$ cat config.mk
export PLATFORM = sky130hd
export DESIGN_NAME = dmem_responder
export DESIGN_NICKNAME = d
export VERILOG_FILES = /design/src/rtl/mem_pkg.sv /design/src/rtl/ram_1rw.sv /design/src/rtl/dmem_responder.sv
export SDC_FILE = /design/constraint.sdc
export NUM_CORES = 2
export LEC_CHECK = 0
export CAP_MARGIN = 20
export CELL_PAD_IN_SITES_DETAIL_PLACEMENT = 1
export CELL_PAD_IN_SITES_GLOBAL_PLACEMENT = 2
export CORE_UTILIZATION = 54
export CTS_CLUSTER_SIZE = 8
export DETAILED_ROUTE_END_ITERATION = 10
export PLACE_DENSITY_LB_ADDON = 0.08
export SLEW_MARGIN = 25
export SYNTH_ARGS = -nofsm -noshare
export SYNTH_HDL_FRONTEND = slang
export SYNTH_SLANG_ARGS = --single-unit
$ cat constraint.sdc
create_clock -name clk -period 6.4 [get_ports clk]
set_clock_uncertainty 0.15 [all_clocks]
set_input_delay 0.96 -clock clk [delete_from_list [all_inputs] [get_ports clk]]
set_output_delay 0.96 -clock clk [all_outputs]
set_load 0.005 [all_outputs]
$ cat src/rtl/mem_pkg.sv
// Shared types and defaults for the data-memory responder.
package mem_pkg;

  typedef enum logic [1:0] {
    IDLE = 2'd0,
    WAIT = 2'd1,
    RESP = 2'd2
  } state_t;

  localparam int DEFAULT_DEPTH       = 64;
  localparam int DEFAULT_WAIT_CYCLES = 2;

  // A request is rejected when misaligned or past the last stored word.
  function automatic logic addr_err(input logic [31:0] addr, input int depth);
    return (addr[1:0] != 2'b00) || (addr[31:2] >= 30'(depth));
  endfunction

endpackage

$ cat src/rtl/ram_1rw.sv
// Single-port word storage: synchronous write, asynchronous read, never reset.
module ram_1rw #(
  parameter int DEPTH = 64,
  parameter int AW    = 6
) (
  input  logic          clk,
  input  logic          we,
  input  logic [AW-1:0] addr,
  input  logic [31:0]   wdata,
  output logic [31:0]   rdata
);

  logic [31:0] mem [DEPTH];

  always_ff @(posedge clk) begin
    if (we) begin
      mem[addr] <= wdata;
    end
  end

  assign rdata = mem[addr];

endmodule

$ cat src/rtl/dmem_responder.sv
// Data-memory responder: accepts one request at a time, waits WAIT_CYCLES,
// then pulses a single-cycle response; storage lives in ram_1rw.
module dmem_responder
  import mem_pkg::*;
#(
  parameter int DEPTH       = DEFAULT_DEPTH,
  parameter int WAIT_CYCLES = DEFAULT_WAIT_CYCLES
) (
  input  logic        clk,
  input  logic        reset,
  input  logic        req_valid,
  input  logic        req_we,
  input  logic [31:0] req_addr,
  input  logic [31:0] req_wdata,
  output logic        req_ready,
  output logic        resp_valid,
  output logic [31:0] resp_rdata,
  output logic        resp_err
);

  localparam int AW = (DEPTH > 1) ? $clog2(DEPTH) : 1;
  localparam logic [3:0] WAIT_LOAD = (WAIT_CYCLES > 0) ? 4'(WAIT_CYCLES - 1) : 4'd0;

  state_t        state;
  state_t        next_state;
  logic [3:0]    cnt;
  logic          lat_we;
  logic          lat_err;
  logic [AW-1:0] lat_idx;
  logic [31:0]   lat_wdata;
  logic          ram_we;
  logic [31:0]   ram_rdata;

  always_ff @(posedge clk) begin
    if (reset) begin
      state     <= IDLE;
      cnt       <= 4'd0;
      lat_we    <= 1'b0;
      lat_err   <= 1'b0;
      lat_idx   <= '0;
      lat_wdata <= 32'd0;
    end else begin
      state <= next_state;
      case (state)
        IDLE: begin
          if (req_valid) begin
            lat_we    <= req_we;
            lat_err   <= addr_err(req_addr, DEPTH);
            lat_idx   <= req_addr[AW+1:2];
            lat_wdata <= req_wdata;
            cnt       <= WAIT_LOAD;
          end
        end
        WAIT: begin
          if (cnt != 4'd0) begin
            cnt <= cnt - 4'd1;
          end
        end
        default: begin
          cnt <= 4'd0;
        end
      endcase
    end
  end

  always_comb begin
    next_state = state;
    case (state)
      IDLE: begin
        if (req_valid) begin
          next_state = (WAIT_CYCLES > 0) ? WAIT : RESP;
        end else begin
          next_state = IDLE;
        end
      end
      WAIT: begin
        if (cnt == 4'd0) begin
          next_state = RESP;
        end else begin
          next_state = WAIT;
        end
      end
      RESP:    next_state = IDLE;
      default: next_state = IDLE;
    endcase
  end

  // Outputs decode purely from registered state; the write commits on the edge leaving RESP.
  always_comb begin
    req_ready  = 1'b0;
    resp_valid = 1'b0;
    resp_err   = 1'b0;
    resp_rdata = 32'd0;
    ram_we     = 1'b0;
    case (state)
      IDLE: req_ready = 1'b1;
      WAIT: req_ready = 1'b0;
      RESP: begin
        resp_valid = 1'b1;
        resp_err   = lat_err;
        if (!lat_err && !lat_we) begin
          resp_rdata = ram_rdata;
        end else begin
          resp_rdata = 32'd0;
        end
        ram_we = lat_we && !lat_err && !reset;
      end
      default: req_ready = 1'b0;
    endcase
  end

  ram_1rw #(
    .DEPTH (DEPTH),
    .AW    (AW)
  ) u_ram (
    .clk   (clk),
    .we    (ram_we),
    .addr  (lat_idx),
    .wdata (lat_wdata),
    .rdata (ram_rdata)
  );

endmodule

==> summary.md <==
| Metric | Value |
|---|---|
| Run status | `finished, final reports clean` |
| Global placement routability congestion | `about 0.81` |
| Leakage | `29.0 nW` |
| DR vias | `~41k` |
| Hold_buf cts | `0` |
| DPL Wire Length | `135000 um` |
| Final setup TNS | `0 ns` |
| GRT Util Overall | `between 30% and 40%` |
| Cell count after synthesis | `about 3.6k` |
| Crit start category | `register` |
| RSZ-0062 raised after global routing | `no` |
| Postcts setup bufs | `0` |
| Fmax | `about 0.16 GHz` |
| Pre-Repair DR Iteration Count | `5` |
| Min cycle time layout | `6.16 ns` |
| First-pass GRT wire length | `about 320000 um` |
| Post-synth EDFFs | `2048` |
| Crit path arrival time | `between 5 and 6 ns` |
| Placed Area | `0.0849 mm2` |
| Core area | `approximately 0.15 mm2` |
| Total Nets Final | `4064` |
| Htree depth | `5` |
| Global route total overflow | `0` |
| Synth Cell Area | `about 0.08 mm2` |
| Root Buffer | `clkbuf_16` |
| Routed Antenna Nets | `0` |
| Starting Density | `between 50% and 60%` |
| CTS buffer count | `around 310` |
| Pre-CTS setup slack | `slightly above 1 ns` |
| Clk slew on worst S/H paths | `~0.050 ns` |
| Biggest area consumer among synthesized cells | `edfxtp_1` |
| Post-DR vias/cell | `~6.8` |
| Worst-margin pin slew | `around 1.1 ns` |
| Largest net degree at the start of global routing | `around 100` |
| Power per cell area | `around 340 mW/mm2` |
| Relative slew slack | `between 20% and 30%` |
| Period utilization | `~96%` |
| Crit end category | `output pin` |
| Final non-filler cell area | `roughly 0.093 mm2` |
| Hold Path Class | `reg -> reg` |
| CTS tree | `yes` |
| FILL cells | `11.7k` |
| Worst-skew pair later-pin latency | `slightly above 0.9 ns` |
| DR iter-0 viols | `between 4k and 5k` |
| Share of the yosys chip area belonging to registers | `about four fifths` |
| Count leader, synth | `edfxtp_1` |
| Area grow syn2layout | `16.3%` |
| Worst EP required | `5.29 ns` |
| Share of post-route cells with drive strength above 1 | `29.2%` |
| Worst vdd ir | `between 0.2 and 0.3 mV` |
| Post-route DRC | `0` |
| Final setup viols | `0` |
| Maximum capacitance violations | `0` |
| Clock Path Buffers | `4` |
| Final Worst Setup Slack | `around 0.24 ns` |
| Post-synthesis async set-or-reset flop share | `0%` |
| YS warnings | `0` |
| Die Span Y | `387 um` |
| Synth area leaders | `edfxtp_1 77%, mux4_2 15%, mux2i_1 1.5%` |
| Hold_ws | `around 0.30 ns` |
| Fin. Hold Viols | `0` |
| Full die area | `approximately 0.15 mm2` |
| Synth cell types | `48` |
| Syn nets | `~3.6k` |
| Routed len/inst | `~39 um` |
| Cts repair resizes | `0` |
| Sinks on Clock Net | `about 2.1k` |
| Synth Flop Type | `edfxtp_1` |
| Total Wirelength | `~230000 um` |
| Yosys reg bits | `~2.1k` |
| Worst Path Max Fanout | `28` |
| WS Path Type | `reg -> out` |
| # IOs | `around 100` |
| Max-slew violations | `0` |
| PortBufs | `just over 100` |
| Die Wd | `~390 um` |
| Initial antenna violation count | `10` |
| Vias in the first global route | `approximately 43k` |
| Most frequent cells after synthesis | `2048 x edfxtp_1, 534 x mux4_2, 181 x nand2_1` |
| Syn avg cell area | `about 22 um2` |
| Cell row count | `roughly 140` |
| Share of the synthesized area in the top cell type | `76.7%` |
cell type report:
| class | instances | area, um2 | share of cell area (%) |
|---|---|---|---|
| Sequential cell | 2100 | 62600 | 67.2 |
| Multi-Input combinational cell | 1283 | 17200 | 18.4 |
| Clock buffer | 376 | 8150 | 8.75 |
| Timing Repair Buffer | 294 | 2820 | 3.02 |
| Tap cell | 1930 | 2410 | 2.59 |
| Clock inverter | 6 | 48.8 | 0.0523 |
| Inverter | 4 | 16.3 | 0.0174 |
| Antenna cell | 2 | 5.00 | 0.00537 |
state kept, by name, indices dropped and copies added, names as in the netlist, named ones only:
signal / count
lat_err: 1
state: 2
lat_idx: 6
cnt: 4
u_ram.mem: 2048
lat_we: 1
lat_wdata: 32
worst max-delay path, cell delays in order, from the launching register on:
cell             delay (ns)
dfxtp_4                0.85
buf_4                  0.51
mux4_2                 0.57
a22oi_1                0.21
nand2_1                0.09
a22oi_1                0.76
o21ai_0                0.54
clkdlybuf4s50_1        0.57
kinds of logic (layout without fill, tap and decap cells):
logic type / Yosys count / in the layout / synth area share (%)
adder cells (fa/ha/maj): 1 / 1 / 0.0156
flip-flops: 2100 / 2100 / 78.0
AO/OA/AOI/OAI: 229 / 229 / 1.87
other: 0 / 2 / 0
multiplexers: 679 / 679 / 16.8
XOR/XNOR: 2 / 2 / 0.0219
AND/OR/NAND/NOR: 372 / 372 / 2.02
buffers and inverters: 194 / 680 / 1.23
worst paths after layout:
path	start	end	slack, ns	depth (start not counted)
min	lat_wdata[13]$_SDFFE_PP0P_	lat_wdata[13]$_SDFFE_PP0P_	0.30	2
max reg2reg	state[1]$_SDFF_PP0_	u_ram.mem[14][14]$_DFFE_PP_	1.58	6
min reg2reg	lat_wdata[13]$_SDFFE_PP0P_	lat_wdata[13]$_SDFFE_PP0P_	0.30	2
max	register	resp_rdata[27]	0.24	7
metal layers:
metal,vias up,global-route usage (%),wire length [um]
li1,15900,-,-
met1,22100,44.2,91200
met2,2199,50.1,114000
met3,369,5.88,20700
met4,6,9.56,6130
met5,-,0,44
placed cells by master (no fill, tap or decap), types with 59 or more instances in the layout:
| master | instances |
|---|---|
| mux4_2 | 534 |
| clkdlybuf4s50_1 | 101 |
| clkbuf_16 | 317 |
| mux2i_1 | 120 |
| buf_4 | 165 |
| edfxtp_1 | 2048 |
| nor2_4 | 65 |
| a21oi_1 | 67 |
| a22oi_1 | 72 |
| clkbuf_1 | 59 |
| nand2_1 | 181 |
per-stage QoR:
stage               cells  utilization (%)  total power (W)
floorplan            3577                -           0.0168
global placement     5601             57.5           0.0176
detailed placement   5606             57.6           0.0177
CTS                  5988             63.1           0.0318
global route         5993             63.2           0.0324
finish               5995             63.2           0.0317
power by group:
part / total (W) / switching [W] / leakage [nW] / internal [W]
clock network: 0.0142 / 0.00545 / 4.00 / 0.00877
logic: 0.00200 / 0.00121 / 5.79 / 0.000784
registers: 0.0154 / 0.000162 / 19.2 / 0.0153
total: 0.0317 / 0.00682 / 29.0 / 0.0248
No activity file was read; power rests on OpenSTA's default activity.
